File: config.mk
export PLATFORM = sky130hd
export DESIGN_NAME = uart_transmitter
export DESIGN_NICKNAME = d
export VERILOG_FILES = /design/src/rtl/uart_transmitter.sv
export SDC_FILE = /design/constraint.sdc
export NUM_CORES = 1
export LEC_CHECK = 0
export ABC_AREA = 0
export CAP_MARGIN = 20
export CORE_ASPECT_RATIO = 1.2
export CORE_UTILIZATION = 35
export CTS_BUF_LIST = sky130_fd_sc_hd__clkbuf_8
export CTS_CLUSTER_DIAMETER = 60
export DETAILED_ROUTE_END_ITERATION = 6
export DONT_BUFFER_PORTS = 1
export GPL_TIMING_DRIVEN = 0
export PLACE_DENSITY = 0.54
export SLEW_MARGIN = 30
export SYNTH_ARGS = -nofsm -noshare
export SYNTH_HDL_FRONTEND = slang
export SYNTH_SLANG_ARGS = --single-unit
File: constraint.sdc
create_clock -name clk_i -period 5 [get_ports clk_i]
set_clock_uncertainty 0.15 [all_clocks]
set_input_delay 0.5 -clock clk_i [delete_from_list [all_inputs] [get_ports clk_i]]
set_output_delay 0.5 -clock clk_i [all_outputs]
set_load 0.1 [all_outputs]
File: src/rtl/uart_transmitter.sv
// UART transmit engine: holding + shift register feeding a 16x-oversampled framer
// with 5..8 data bits, optional parity, 1/1.5/2 stop bits and a live break override.
module uart_transmitter (
  input  logic       rst_i,
  input  logic       clk_i,
  input  logic       enable_i,
  input  logic [7:0] lcr_i,
  input  logic [7:0] tx_data_i,
  input  logic       tx_valid_i,
  output logic       tx_ready_o,
  output logic       stx_o,
  output logic       busy_o
);

  typedef enum logic [2:0] {
    S_IDLE,
    S_START,
    S_DATA,
    S_PARITY,
    S_STOP
  } state_t;

  state_t     state_q, state_d;
  logic [3:0] tick_q, tick_d;
  logic [2:0] bit_q, bit_d;
  logic       stop2_q, stop2_d;
  logic       stx_q, stx_d;
  logic [3:0] cfg_q, cfg_d;
  logic       par_q, par_d;
  logic [7:0] sr_q, sr_d;
  logic [7:0] hr_q;
  logic       hr_full_q;

  logic       accept;
  logic       load_frame;
  logic [7:0] word_mask;
  logic       par_new;
  logic [2:0] last_bit;
  logic       stop_done;
  logic       unused_lcr;

  assign accept     = tx_valid_i && !hr_full_q;
  assign tx_ready_o = !hr_full_q;
  assign busy_o     = (state_q != S_IDLE);
  assign stx_o      = stx_q & ~lcr_i[6];
  assign unused_lcr = lcr_i[7];

  always_comb begin
    case (lcr_i[1:0])
      2'd0:    word_mask = 8'h1F;
      2'd1:    word_mask = 8'h3F;
      2'd2:    word_mask = 8'h7F;
      default: word_mask = 8'hFF;
    endcase
  end

  // Parity is settled when the frame is loaded, from the same lcr snapshot as the rest of the frame.
  assign par_new  = lcr_i[5] ? ~lcr_i[4] : ((^(hr_q & word_mask)) ^ ~lcr_i[4]);
  assign last_bit = 3'd4 + {1'b0, cfg_q[1:0]};

  // The second stop pass is 8 ticks for 5-bit words (1.5 stop bits), 16 otherwise.
  assign stop_done = !cfg_q[2] ? (tick_q == 4'd15)
                   : !stop2_q  ? 1'b0
                   : (cfg_q[1:0] == 2'd0) ? (tick_q == 4'd7) : (tick_q == 4'd15);

  // NOTE: every signal driven here gets a default first, so no path can infer a latch.
  always_comb begin
    state_d    = state_q;
    tick_d     = tick_q;
    bit_d      = bit_q;
    stop2_d    = stop2_q;
    stx_d      = stx_q;
    sr_d       = sr_q;
    cfg_d      = cfg_q;
    par_d      = par_q;
    load_frame = 1'b0;
    if (enable_i) begin
      tick_d = tick_q + 4'd1;
      case (state_q)
        S_IDLE: begin
          tick_d     = '0;
          load_frame = hr_full_q;
        end
        S_START: begin
          if (tick_q == 4'd15) begin
            state_d = S_DATA;
            bit_d   = '0;
            stx_d   = sr_q[0];
          end
        end
        S_DATA: begin
          if (tick_q == 4'd15) begin
            if (bit_q == last_bit) begin
              if (cfg_q[3]) begin
                state_d = S_PARITY;
                stx_d   = par_q;
              end else begin
                state_d = S_STOP;
                stx_d   = 1'b1;
                stop2_d = 1'b0;
              end
            end else begin
              bit_d = bit_q + 3'd1;
              sr_d  = {1'b0, sr_q[7:1]};
              stx_d = sr_q[1];
            end
          end
        end
        S_PARITY: begin
          if (tick_q == 4'd15) begin
            state_d = S_STOP;
            stx_d   = 1'b1;
            stop2_d = 1'b0;
          end
        end
        S_STOP: begin
          if (stop_done) begin
            if (hr_full_q) begin
              load_frame = 1'b1;
            end else begin
              state_d = S_IDLE;
              tick_d  = '0;
            end
          end else if (tick_q == 4'd15) begin
            stop2_d = 1'b1;
          end
        end
        default: state_d = S_IDLE;
      endcase
      if (load_frame) begin
        state_d = S_START;
        tick_d  = '0;
        stx_d   = 1'b0;
        sr_d    = hr_q;
        cfg_d   = lcr_i[3:0];
        par_d   = par_new;
      end
    end
  end

  // NOTE: non-blocking assignments so every register samples the pre-edge values of the others.
  always_ff @(posedge clk_i or negedge rst_i) begin
    if (!rst_i) begin
      state_q   <= S_IDLE;
      tick_q    <= '0;
      bit_q     <= '0;
      stop2_q   <= 1'b0;
      stx_q     <= 1'b1;
      cfg_q     <= '0;
      par_q     <= 1'b0;
      hr_full_q <= 1'b0;
    end else begin
      state_q <= state_d;
      tick_q  <= tick_d;
      bit_q   <= bit_d;
      stop2_q <= stop2_d;
      stx_q   <= stx_d;
      cfg_q   <= cfg_d;
      par_q   <= par_d;
      if (accept) begin
        hr_full_q <= 1'b1;
      end else if (load_frame) begin
        hr_full_q <= 1'b0;
      end
    end
  end

  // NOTE: the data registers are left unreset; hr_full_q and state_q qualify every use of them.
  always_ff @(posedge clk_i) begin
    if (accept) begin
      hr_q <= tx_data_i;
    end
    sr_q <= sr_d;
  end

endmodule

Word level (Yosys, flattened, before mapping) --
Cells that the tools add are included.
Storage, ports and cells: output and inout bits 3, input bits 20, word-level logic and storage cells 108, bits in registers 34
Operators by class: bitwise operators 5, reduce and logical (&&, ||, !) cells 19, add/sub/neg operators 3, eq/ne operators 25, multiplexer cells 46
Operator list (number):
- $mux W3 | 11
- $mux W8 | 4
- $pmux W8 S3 | 1
- $mux W1 | 21
- $ne A2 B2 Y1 const B | 9
- $ne A3 B3 Y1 const B | 6
- $reduce_and A8 Y1 | 2
- $pmux W3 S5 | 1
- $mux W4 | 3
- $reduce_and A5 Y1 | 2
- $and A8 B8 Y8 | 1
- $pmux W4 S2 | 1
- $reduce_bool A2 Y1 | 4
- $reduce_xor A8 Y1 | 1
- $eq A3 B2 Y1 const B | 2
- $pmux W1 S3 | 2
- $pmux W3 S2 | 1
- $reduce_bool A3 Y1 | 2
- $add A4 B1 Y4 const B | 1
- $eq A4 B3 Y1 const B | 1
- $eq A4 B4 Y1 const B | 1
- $logic_not A2 Y1 | 2
- $reduce_and A4 Y1 | 1
- $reduce_bool A4 Y1 | 1
- 16 further kinds | 17

Depth between registers and ports, before layout --
word-level depth 10, mapped depth 6, gate-level depth less buffers 6

Least setup slack after synthesis --
No wires, ideal clock.
path kind flip-flop to output port, start point reg stx_q, end point out stx_o, path slack 2.488 ns, arrival time 1.862 ns, path buffers 0, required time 4.350 ns, stages on the path, launching flop included 2, cells stage by stage dfstp_2 -> nor2b_1
On the way: longest elaborated chain between the ends 1
Ends and longest elaborated chain:
- start, declared | line 27 | logic stx_q, stx_d;
- start signal, assigned | line 157 | stx_q <= stx_d;
- $and A1 B1 Y1 | line 45 | assign stx_o = stx_q & ~lcr_i[6];
- end, declared | line 11 | output logic stx_o,
No other way between the ends.

Worst setup path after layout --
start point reg state_q[0], end point out busy_o
On the way: longest elaborated chain between the ends 1
Ends and longest elaborated chain:
- start, declared | line 23 | state_t state_q, state_d;
- start signal, assigned | line 153 | state_q <= state_d;
- $reduce_bool A3 Y1 | line 44 | assign busy_o = (state_q != S_IDLE);
- end, declared | line 12 | output logic busy_o
No other way between the ends.

==> reports/qor.log <==
qor: place.port-buffer-count 0
qor: yosys.synth_nets 174
qor: clocking.clock_latency 0.28 ns
qor: die.placementRows 27
qor: yosys.post_synth.cell_area_avg 11.5 um^2
qor: critical_path.crit-reg2reg-launch hr_full_q
qor: timing.fin_crit_sh 50.1%
qor: place.dp_hpwl 2570 um
qor: route.routed_wire_length_per_instance 15.2 um
qor: timing.setup-tns-final 0 ns
qor: critical_path.crit_type reg -> out
qor: route.total_routed_wirelength 3330 um
qor: die.coreArea 0.00470 mm^2
qor: timing.shortest_clock_period_the_worst_path_allows_after_layout 2.51 ns
qor: yosys.synthesis.instances 152
qor: global_routing.grt_first_pass_wirelength 5530 um
qor: critical_path.crit_arrival 1.86 ns
qor: critical_path.critical_path.startpoint_type register
qor: route.drtAntennaViolNets 0
qor: yosys.postSynthRegisterBits 34
qor: clocking.clkSinkCount 34
qor: run_status.outcome finished, final reports clean
qor: yosys.synth_edf_count 16
qor: min_path.worst_hold_path.num_cells 0
qor: die.die_width 66.4 um
qor: power.max_ir_drop_vdd 237 uV
qor: min_path.hold-path-endpoint hr_q[6]
qor: critical_path.critPathCaptureType output port
qor: critical_path.critPathRequiredTime 4.35 ns
qor: clocking.max-clock-path-buffers 2
qor: place.dpl.cell_count 210
qor: critical_path.worst_r2r_path_depth 4
qor: layout.num-nets-final 182
qor: route.remaining_drc_errors 0
qor: die.fp.dieArea 0.00527 mm^2
qor: global_routing.grt_max_degree 19
qor: global_routing.grt_overflow 0
qor: clocking.htreeDepth 2
qor: critical_path.critical_path.max_fanout 10
qor: global_routing.global_route_total_usage_across_every_layer 14.3%
qor: clocking.cts_buffers 5
qor: die.start_util 37.1%
qor: yosys.synthFlopType dfrtp_1
qor: job.max_cap_viol_count 0
qor: power.total_leakage_power 0.000745 uW
qor: global_routing.via_count_of_the_first_global_routing_pass 1202
qor: layout.post_layout_nonfiller_instances 219
qor: route.drt_pass1_iterations 4
qor: yosys.synth-async-reset-ratio 52.9%
qor: yosys.share_of_the_yosys_chip_area_belonging_to_registers 53.4%
qor: global_routing.grt_antenna_before_repair 0
qor: layout.final_cell_mix dfrtp_1, edfxtp_1, mux2_2, nand2_1, nor2_1
qor: die.fp.dieH 79.3 um
qor: clocking.cts_tree yes
qor: route.drt_iter0_drc 31
qor: timing.finalMaxSlewViolations 0
qor: critical_path.regToRegSetupSlack 2.59 ns
qor: power.power.density 500 mW/mm^2
qor: yosys.mappedNetlistArea 0.00174 mm^2
qor: timing.worst-slew-pin-transition 0.909 ns
qor: timing.final-setup-viol-count 0
qor: route.total_number_of_vias 1218
qor: layout.antenna_cells 0
qor: clocking.ctsRootBufferMaster clkbuf_8
qor: yosys.post_synth_num_cell_types 47
qor: min_path.hold_path.class in -> reg
qor: min_path.holdCritStartpoint tx_data_i[6]
qor: clocking.post_cts_buffers 0
qor: place.place_congestion 0.780
qor: timing.grt_setup_unrepaired false
qor: layout.post_route_cells_drive_above_1_share 18.6%
qor: yosys.ys.warnings.count 0
qor: timing.relative_slew_slack 39.2%
qor: clocking.cts.reportedPaths.clkPinSlew 0.07 ns
qor: route.detail_route.vias_per_cell 5.56
qor: layout.flow.area_growth_from_synthesis 11.3%
qor: timing.finalHoldViolations 0
qor: die.design.portCount 23
qor: critical_path.timing.rr.end sr_q[5]
qor: layout.layout.cells.most_common dfrtp_1
qor: timing.timing.fmax 399 MHz
state kept, by name (all words and copies together) (netlist names):
signal     flops
hr_full_q      1
stx_q          1
tick_q         4
par_q          1
state_q        3
bit_q          3
hr_q           8
sr_q           8
cfg_q          4
stop2_q        1
critical path, cell delays in order, from the launching register on:
cell     delay [ns]
dfrtp_1        0.37
buf_6          0.13
nor2_1         0.38
nand2_1        0.69
metrics by stage:
| stage | worst slack [ns] | utilization (%) | hold WS [ns] | area [um^2] | total power [uW] |
|---|---|---|---|---|---|
| detailed placement | 2.56 | 38.8 | 0.0551 | 1820 | 734 |
| CTS | 2.50 | 41.3 | 0.154 | 1940 | 980 |
| global placement | 2.46 | 38.7 | 0.0551 | 1820 | 719 |
| global route | 2.38 | 41.3 | 0.145 | 1940 | 1030 |
| finish | 2.49 | 41.3 | 0.166 | 1940 | 970 |
| floorplan | 2.49 | - | 0.0544 | 1740 | 671 |
cell type report:
class	instances	area, um^2
multi-input cells	109	777
well taps	58	72.6
plain buffers	2	16.3
clock inverters	3	37.5
repair buffers	1	10.0
fillers	451	2760
inverters	7	26.3
flip-flops and latches	34	932
clock buffers	5	68.8
logic make-up after synthesis:
| family | after synthesis | synth area share, % |
|---|---|---|
| multiplexers | 13 | 8.32 |
| AND/OR/NAND/NOR | 47 | 13.6 |
| AO/OA/AOI/OAI | 40 | 16.4 |
| flip-flops | 34 | 53.4 |
| XOR/XNOR | 7 | 4.30 |
| buffers and inverters | 9 | 2.44 |
| adder cells (fa/ha/maj) | 2 | 1.43 |
cells in the mapped netlist (2+ instances only):
| cell type | n | share of area, % |
|---|---|---|
| dfrtp_1 | 17 | 24 |
| edfxtp_1 | 16 | 28 |
| mux2_2 | 12 | 7.7 |
| nand2_1 | 11 | 2.4 |
| nor2_1 | 10 | 2.2 |
| a21oi_1 | 9 | 2.6 |
| o21ai_0 | 8 | 2.3 |
| inv_1 | 7 | 1.5 |
| nand3_1 | 5 | 1.4 |
| nor3_1 | 5 | 1.4 |
| nand4_1 | 3 | 1.1 |
| nor2b_1 | 3 | 1.1 |
| xnor2_1 | 3 | 1.5 |
| xor2_1 | 3 | 1.5 |
| a41oi_1 | 2 | 1.0 |
| ha_1 | 2 | 1.4 |
| nand2b_1 | 2 | 0.72 |
| nor4_1 | 2 | 0.72 |
| o211ai_1 | 2 | 0.86 |
| o21a_1 | 2 | 0.86 |
| o2bb2ai_1 | 2 | 1.0 |
report_power, final:
part	leakage (uW)	internal, uW	switching [uW]
combinational	0.000325	119	180
clock	0.0000607	145	94.6
sequential	0.000360	369	62.0
total	0.000745	633	337
layer usage:
metal  wire [um]  track usage [%]  vias to the layer above
li1            -                -                      585
met1        1430             16.2                      600
met2        1690             24.2                       31
met3         190             5.17                        2
met4          27             5.74                        0
met5           0                0                        -
what timing repair did:
action	in CTS	in global routing
hold buffers	1	0
resized for setup	0	0
hold endpoints to repair	18	0
worst max-delay path by stage:
stage               startpoint       to  slack (ns)  cells after the start
floorplan                stx_q    stx_o        2.49                      1
global placement         stx_q    stx_o        2.46                      1
detailed placement   hr_full_q  sr_q[7]        2.56                      4
CTS                 state_q[0]   busy_o        2.50                      3
global route        state_q[0]   busy_o        2.38                      3
finish              state_q[0]   busy_o        2.49                      3
(Power assumes the default switching activity.)
